<file path="src/rtl/core_frontend_ctrl_pkg.sv">
// Shared pipeline types for the frontend controller: frontend response, cacheop and idle FSM
// states, and the redirect-priority encoding.
package core_frontend_ctrl_pkg;

    typedef struct packed {
        logic [31:0] pc;
        logic [31:0] inst;
        logic        excp;
    } frontend_resp_t;

    typedef enum logic [1:0] {CopIdle, CopSend, CopSkip, CopWait} cop_state_e;

    typedef enum logic {IdleRun, IdleSleep} idle_state_e;

    typedef enum logic [1:0] {RedirNone, RedirBr, RedirIdle, RedirExcp} redir_src_e;

    // Exception beats idle beats branch; the losers are simply dropped.
    function automatic redir_src_e redir_sel(input logic excp, input logic idle, input logic br);
        if (excp) return RedirExcp;
        if (idle) return RedirIdle;
        if (br)   return RedirBr;
        return RedirNone;
    endfunction

endpackage

</file>
<file path="src/rtl/core_frontend_ctrl_if.sv">
// Cacheop bus between the backend request port, the sequencer and the frontend icache side.
interface core_frontend_ctrl_if;
    logic        cop_valid;
    logic [1:0]  cop;
    logic [31:0] cop_addr;
    logic        cop_ready;
    logic        cop_done;
    logic        icache_op_valid;
    logic [1:0]  icache_op;
    logic [31:0] icache_op_addr;
    logic        icache_ready;

    modport master (
        output cop_valid, cop, cop_addr, icache_ready,
        input  cop_ready, cop_done, icache_op_valid, icache_op, icache_op_addr
    );

    modport slave (
        input  cop_valid, cop, cop_addr, icache_ready,
        output cop_ready, cop_done, icache_op_valid, icache_op, icache_op_addr
    );
endinterface

</file>
<file path="src/rtl/core_icacheop_seq.sv">
// Cacheop sequencer: accept a request, present it to the icache for one cycle, skip the latch
// edge, then wait for icache_ready and pulse done.
module core_icacheop_seq
    import core_frontend_ctrl_pkg::*;
(
    input logic                 clk,
    input logic                 rst,
    core_frontend_ctrl_if.slave bus
);

    cop_state_e  st_q, st_d;
    logic [1:0]  op_q, op_d;
    logic [31:0] addr_q, addr_d;
    logic        done_q, done_d;

    always_comb begin
        st_d   = st_q;
        op_d   = op_q;
        addr_d = addr_q;
        done_d = 1'b0;
        unique case (st_q)
            CopIdle: begin
                if (bus.cop_valid) begin
                    op_d   = bus.cop;
                    addr_d = bus.cop_addr;
                    st_d   = CopSend;
                end
            end
            CopSend: st_d = CopSkip;
            // icache_ready may still reflect the previous op while the frontend latches this one
            CopSkip: st_d = CopWait;
            CopWait: begin
                if (bus.icache_ready) begin
                    done_d = 1'b1;
                    st_d   = CopIdle;
                end
            end
            default: st_d = CopIdle;
        endcase
    end

    always_ff @(posedge clk) begin
        if (rst) begin
            st_q   <= CopIdle;
            op_q   <= '0;
            addr_q <= '0;
            done_q <= 1'b0;
        end else begin
            st_q   <= st_d;
            op_q   <= op_d;
            addr_q <= addr_d;
            done_q <= done_d;
        end
    end

    assign bus.cop_ready       = (st_q == CopIdle) & ~rst;
    assign bus.cop_done        = done_q;
    assign bus.icache_op_valid = (st_q == CopSend);
    assign bus.icache_op       = op_q;
    assign bus.icache_op_addr  = addr_q;

endmodule

</file>
<file path="src/rtl/core_frontend_ctrl.sv">
// Frontend controller: in-order dual issue, registered redirect arbitration, cacheop sequencing
// and, when FE_CTRL_IDLE_EN is defined, the idle/sleep FSM.
module core_frontend_ctrl
    import core_frontend_ctrl_pkg::*;
(
    input  logic        clk,
    input  logic        rst,
    input  logic [1:0]  inst_valid_i,
    input  logic [1:0]  be_ready_i,
    output logic [1:0]  issue_o,
    input  logic        excp_redir_i,
    input  logic [31:0] excp_target_i,
    input  logic        br_redir_i,
    input  logic [31:0] br_target_i,
    output logic        rst_jmp_o,
    output logic [31:0] rst_jmp_target_o,
    input  logic        cop_valid_i,
    input  logic [1:0]  cop_i,
    input  logic [31:0] cop_addr_i,
    output logic        cop_ready_o,
    output logic        cop_done_o,
    output logic        icache_op_valid_o,
    output logic [1:0]  icache_op_o,
    output logic [31:0] icacheop_addr_o,
    input  logic        icache_ready_i,
    input  logic        idle_commit_i,
    input  logic [31:0] idle_pc_i,
    input  logic        int_pending_i,
    output logic        wait_inst_o,
    output logic        int_detect_o
);

    redir_src_e  src;
    logic        rst_jmp_q, rst_jmp_d;
    logic [31:0] target_q, target_d;
    logic        sleeping;
    logic        block_issue;

    always_comb begin
        src       = redir_sel(excp_redir_i, idle_commit_i, br_redir_i);
        rst_jmp_d = (src != RedirNone);
        unique case (src)
            RedirExcp: target_d = excp_target_i;
            RedirIdle: target_d = idle_pc_i + 32'd4;
            RedirBr:   target_d = br_target_i;
            default:   target_d = '0;
        endcase
    end

    always_ff @(posedge clk) begin
        if (rst) begin
            rst_jmp_q <= 1'b0;
            target_q  <= '0;
        end else begin
            rst_jmp_q <= rst_jmp_d;
            target_q  <= target_d;
        end
    end

`ifdef FE_CTRL_IDLE_EN
    idle_state_e idle_q, idle_d;
    logic        wait_q, wait_d;
    logic        int_det_q, int_det_d;

    always_comb begin
        idle_d    = idle_q;
        wait_d    = 1'b0;
        int_det_d = 1'b0;
        unique case (idle_q)
            IdleRun: begin
                // A pending interrupt would wake us immediately, so don't bother sleeping
                if (src == RedirIdle && !int_pending_i) begin
                    wait_d = 1'b1;
                    idle_d = IdleSleep;
                end
            end
            IdleSleep: begin
                if (int_pending_i || excp_redir_i) begin
                    int_det_d = 1'b1;
                    idle_d    = IdleRun;
                end
            end
            default: idle_d = IdleRun;
        endcase
    end

    always_ff @(posedge clk) begin
        if (rst) begin
            idle_q    <= IdleRun;
            wait_q    <= 1'b0;
            int_det_q <= 1'b0;
        end else begin
            idle_q    <= idle_d;
            wait_q    <= wait_d;
            int_det_q <= int_det_d;
        end
    end

    assign sleeping     = (idle_q == IdleSleep);
    assign wait_inst_o  = wait_q;
    assign int_detect_o = int_det_q;
`else
    logic unused_int_pending;
    assign unused_int_pending = int_pending_i;
    assign sleeping           = 1'b0;
    assign wait_inst_o        = 1'b0;
    assign int_detect_o       = 1'b0;
`endif

    assign block_issue      = rst | rst_jmp_q | sleeping;
    assign issue_o[0]       = inst_valid_i[0] & be_ready_i[0] & ~block_issue;
    assign issue_o[1]       = issue_o[0] & inst_valid_i[1] & be_ready_i[1];
    assign rst_jmp_o        = rst_jmp_q;
    assign rst_jmp_target_o = target_q;

    core_frontend_ctrl_if cop_bus ();

    assign cop_bus.cop_valid    = cop_valid_i;
    assign cop_bus.cop          = cop_i;
    assign cop_bus.cop_addr     = cop_addr_i;
    assign cop_bus.icache_ready = icache_ready_i;
    assign cop_ready_o          = cop_bus.cop_ready;
    assign cop_done_o           = cop_bus.cop_done;
    assign icache_op_valid_o    = cop_bus.icache_op_valid;
    assign icache_op_o          = cop_bus.icache_op;
    assign icacheop_addr_o      = cop_bus.icache_op_addr;

    core_icacheop_seq u_icacheop_seq (
        .clk (clk),
        .rst (rst),
        .bus (cop_bus)
    );

endmodule

</file>
<file path="config.mk">
export PLATFORM = sky130hd
export DESIGN_NAME = core_frontend_ctrl
export DESIGN_NICKNAME = d
export VERILOG_FILES = /design/src/rtl/core_frontend_ctrl_pkg.sv /design/src/rtl/core_frontend_ctrl_if.sv /design/src/rtl/core_icacheop_seq.sv /design/src/rtl/core_frontend_ctrl.sv
export SDC_FILE = /design/constraint.sdc
export NUM_CORES = 1
export LEC_CHECK = 0
export ABC_CLOCK_PERIOD_IN_PS = 3600
export CAP_MARGIN = 25
export CORE_MARGIN = 2
export CORE_UTILIZATION = 40
export DETAILED_ROUTE_END_ITERATION = 6
export HOLD_SLACK_MARGIN = 0.12
export PLACE_DENSITY = 0.94
export REMOVE_ABC_BUFFERS = 1
export SKIP_CTS_REPAIR_TIMING = 1
export SYNTH_ARGS = -nofsm -noshare
export SYNTH_HDL_FRONTEND = slang
export SYNTH_SLANG_ARGS = --single-unit
</file>
<file path="constraint.sdc">
create_clock -name clk -period 3.6 [get_ports clk]
set_clock_uncertainty 0.2 [all_clocks]
set_input_delay 0.72 -clock clk [delete_from_list [all_inputs] [get_ports clk]]
set_output_delay 0.72 -clock clk [all_outputs]
set_load 0.1 [all_outputs]
</file>
==> Word-level counts from Yosys, hierarchy flattened <==
Index checks and enable logic that the tools add are counted.
{ "word_totals": {"ff_bits": 70, "input_bits": 142, "word_cells": 46} }
{ "op_classes": {"add_sub_neg": 1, "n_eq_ne": 8, "mux": 17, "bitwise": 9, "n_reduce_logical": 5} }
{ "op_table": {"columns": ["cell", "count"], "rows": [
  ["case mux 32 bit (3 select lines)", 1],
  ["adder 32 x 3 -> 32 bit (second input constant)", 1],
  ["2-to-1 mux 2 bit", 8],
  ["== test 2 bit (second input constant)", 4],
  ["case mux 2 bit (4 select lines)", 1],
  ["2-to-1 mux 1 bit", 7],
  ["AND 1 bit", 5],
  ["== test 2 x 1 -> 1 bit (second input constant)", 2],
  ["!= test 2 bit (second input constant)", 2],
  ["AND reduction 2 bit", 2],
  ["inverter 1 bit", 3],
  ["zero test 2 bit", 1],
  ["nonzero test 2 bit", 1],
  ["OR reduction 2 bit", 1],
  ["bitwise OR 1 bit", 1]
]} }

==> Depth between registers and ports, before layout <==
{ "depth": {"depth_word": 9, "ltp_mapped": 7, "ltp_nobuf": 6} }

==> Hierarchy <==
Synthesis repeated with hierarchy kept, for this count alone.
{ "unflattened": {"cells_unflattened": 421, "area_unflattened_um2": 3403.3} }
{ "modules_own_cells": {"columns": ["module", "n_inst", "cells_per_inst", "area_per_inst_um2"], "rows": [
  ["core_frontend_ctrl", 1, 252, 2030.7],
  ["core_icacheop_seq", 1, 169, 1372.6]
]} }

==> Worst setup path before layout <==
OpenSTA, ideal clock, no wires.
{ "synth_path": {"path_kind": "register -> output", "start": "register rst_jmp_q, in the netlist rst_jmp_o", "end": "output issue_o[1]", "arrival_time_ns": 4.799, "required_ns": 2.680, "path_slack_ns": -2.119, "stages_incl_launch_ff": 3, "n_path_buf": 0, "cell_sequence": "dfxtp_1 > nor4bb_1 > and3_1"} }
{ "synth_via": {"elab_chain_len": 5} }
{ "synth_rtl": {"columns": ["element", "line_no", "rtl"], "rows": [
  ["from (decl)", "core_frontend_ctrl.sv:34", "logic rst_jmp_q, rst_jmp_d;"],
  ["from (signal assigned)", "core_frontend_ctrl.sv:55", "rst_jmp_q <= rst_jmp_d;"],
  ["bitwise OR 1 bit", "core_frontend_ctrl.sv:110", "assign block_issue = rst | rst_jmp_q | sleeping;"],
  ["inverter 1 bit", "core_frontend_ctrl.sv:111", "assign issue_o[0] = inst_valid_i[0] & be_ready_i[0] & ~block_issue;"],
  ["AND 1 bit", "core_frontend_ctrl.sv:111", null],
  ["net issue_o[0]", "core_frontend_ctrl.sv:10", "output logic [1:0] issue_o,"],
  ["AND 1 bit (2 in series)", "core_frontend_ctrl.sv:112", "assign issue_o[1] = issue_o[0] & inst_valid_i[1] & be_ready_i[1];"],
  ["to (decl)", "core_frontend_ctrl.sv:10", null]
]} }
The timed path passes the listed nets, and every way through them passes these cells.

==> Final worst setup path <==
{ "layout_path": {"start": "input rst", "end": "output issue_o[1]"} }
{ "layout_via": {"elab_chain_len": 5} }
{ "layout_rtl": {"columns": ["element", "line_no", "rtl"], "rows": [
  ["from (decl)", "core_frontend_ctrl.sv:7", "input logic rst,"],
  ["bitwise OR 1 bit", "core_frontend_ctrl.sv:110", null],
  ["inverter 1 bit", "core_frontend_ctrl.sv:111", null],
  ["AND 1 bit", "core_frontend_ctrl.sv:111", null],
  ["AND 1 bit (2 in series)", "core_frontend_ctrl.sv:112", null]
]} }
Every way passes these cells.

==> summary.md <==
| Metric | Value |
|---|---|
| Worst-Margin Slew | 0.999 ns |
| Antenna cells | 0 |
| DR iter-0 viols | 225 |
| Asr flop ratio synth | 0% |
| Pre-Repair DR Iteration Count | 4 |
| Dpl hpwl | 9450 um |
| HP Class | flop to flop |
| VDD IR max | 0.259 mV |
| Die area | 9590 um^2 |
| Largest net degree at the start of global routing | 35 |
| Top_reg_cell synth | dfxtp_1 |
| Vias post-DR | 4,099 |
| Per-cell routed wire length | 16.2 um |
| Clock sinks | 70 |
| Setup CP Type | input pin to output pin |
| Die X | 97.9 um |
| Tot GR Track Use | 24.9% |
| Run status | finished, final reports clean |
| Setup ws final | 0.625 ns |
| Initial antenna violation count | 0 |
| Port bufs | 212 |
| WP data arrival | 2.05 ns |
| Vias/cell | 5.44 |
| YS warnings | 0 |
| Share of cells above drive strength 1 | 11.0% |
| Crit start category | input pin |
| Power per cell area | 532 nW/um^2 |
| CTS Buf Count | 9 |
| Initial Util | 40.8% |
| Clk Latency, worst-skew pair | 0.33 ns |
| Core area | 8640 um^2 |
| Congestion Overflow GR | 0 |
| Area growth syn-to-layout | 69.0% |
| Synthesized cell area | 3530 um^2 |
| Antenna viol nets, final | 0 |
| Final hold viol count | 0 |
| Distinct cells, synth | 49 |
| DRC viols | 0 |
| CTS tree | yes |
| Tot Pwr | 3.17 mW |
| Row count | 34 |
| RD Place Congestion | 0.837 |
| Post-synth EDFFs | 0 |
| CTS Buffer Depth | 2 |
| Nets | 790 |
| Filler-free cell count of the finished design | 754 |
| Setup crit end kind | output pin |
| H-tree levels | 3 |
| CTS clock-pin slew for the worst setup and hold paths | 0.07 ns |
| CTS Root Cell | clkbuf_8 |
| Fillers | 651 |
| Area leader, netlist | dfxtp_1 |
| Mapped Cells | 433 |
| Pins over their slew limit | 0 |
| Die Ht | 97.9 um |
| Seq/Total Area, Yosys | 39.7% |
| Maximum fanout along the worst path | 3 |
| Core Util, Final | 69.0% |
| Dpl ws | 0.542 ns |
| First-pass GRT wire length | 19,500 um |
| Slew margin rel. | 33.2% |
| Period minus WS final | 2.97 ns |
| RSZ-0062 raised after global routing | false |
| Period Utilization, post-route | 82.6% |
| WP data required | 2.68 ns |
| Synth top cells by count | 95 x nand2_1, 70 x dfxtp_1, 46 x a21oi_1 |
| Post-synth top area share | 39.7% |
| Register bit count reported by yosys | 70 |
| Fmax | 0.336 GHz |
| Max cap viols | 0 |
| Number of global-route vias before repair | 4,083 |
| Number of I/O pins | 216 |
| Setup violations, final | 0 |
| Most area-consuming cells after synthesis | dfxtp_1 40%, nand2_1 10%, a21oi_1 6.5% |
| Placed Cells | 738 |
| Top-count cell post-synth | nand2_1 |
| Leakage Power | 2.23 nW |
| Routed WL | 12,200 um |
| Mean Syn Cell Area | 8.15 um^2 |
| Worst hold slack | 0.257 ns |
[registers in the layout, summed over array words and instances, names as in the netlist]
name,cells
u_icacheop_seq.st_q,2
rst_jmp_o,1
rst_jmp_target_o,32
u_icacheop_seq.bus.icache_op,2
u_icacheop_seq.bus.icache_op_addr,32
u_icacheop_seq.bus.cop_done,1
[layout make-up]
| class | count | area [um^2] | area share (%) |
|---|---|---|---|
| Clock buffer | 9 | 124 | 2.08 |
| Sequential cell | 70 | 1400 | 23.5 |
| Tap cell | 108 | 135 | 2.27 |
| Multi-Input combinational cell | 324 | 1950 | 32.7 |
| Timing Repair Buffer | 226 | 2220 | 37.2 |
| Inverter | 11 | 41.3 | 0.693 |
| Clock inverter | 6 | 87.6 | 1.47 |
[through the flow]
| step | setup TNS, ns | cell area (um^2) |
|---|---|---|
| 2_1_floorplan | -3.16 | 3390 |
| 3_3_place_gp | 0 | 5720 |
| 3_5_place_dp | 0 | 5720 |
| 4_1_cts | 0 | 5930 |
| 5_1_grt | 0 | 5960 |
| 6_report | 0 | 5960 |
[power by group]
part	total, mW	internal [mW]	switching (mW)
clock	0.686	0.385	0.301
sequential	0.931	0.879	0.0528
combinational	1.55	0.452	1.10
[routing by layer]
layer	wire (um)	track usage (%)	share of wire, %
met1	4460	26.6	37
met2	6420	46.1	53
met3	1020	7.80	8.4
met4	301	8.76	2.5
met5	0	0	0
[cells by family after synthesis]
| logic type | after synthesis | synth area share [%] |
|---|---|---|
| AOI/OAI and AO/OA | 113 | 21.2 |
| xor gates and xnor gates | 12 | 2.98 |
| other | 1 | 0.106 |
| buffers and inverters | 40 | 5.07 |
| DFF | 70 | 39.7 |
| and+or+nand+nor | 188 | 27.9 |
| adders and majority gates | 6 | 2.13 |
| muxes | 3 | 0.851 |
[cells in the final DEF (no fill, tap or decap), types with 10 or more instances in the layout]
cell type,synthesis,layout
nand2_1,95,95
buf_4,3,36
inv_1,10,10
o211ai_1,10,10
o22ai_1,12,12
xnor2_1,11,11
clkdlybuf4s50_1,0,186
nand3_1,14,14
dfxtp_1,70,70
nor2_1,23,23
a21oi_1,46,46
a22oi_1,17,17
nor3_1,12,12
[path summary, 6_finish.rpt]
kind | startpoint | endpoint | slack (ns) | depth (start not counted)
setup / recovery | rst | issue_o[1] | 0.63 | 4
hold / removal | u_icacheop_seq.bus.icache_op_addr[7] | u_icacheop_seq.bus.icache_op_addr[7] | 0.26 | 2
setup reg to reg | u_icacheop_seq.st_q[0] | u_icacheop_seq.bus.icache_op_addr[19] | 1.95 | 6
hold reg to reg | u_icacheop_seq.bus.icache_op_addr[7] | u_icacheop_seq.bus.icache_op_addr[7] | 0.26 | 2
[worst max-delay path: stages]
cell             delay, ns
clkdlybuf4s50_1       0.52
nor4bb_1              0.37
and3_1                0.26
buf_12                0.19
No activity file was read; power rests on OpenSTA's default activity.
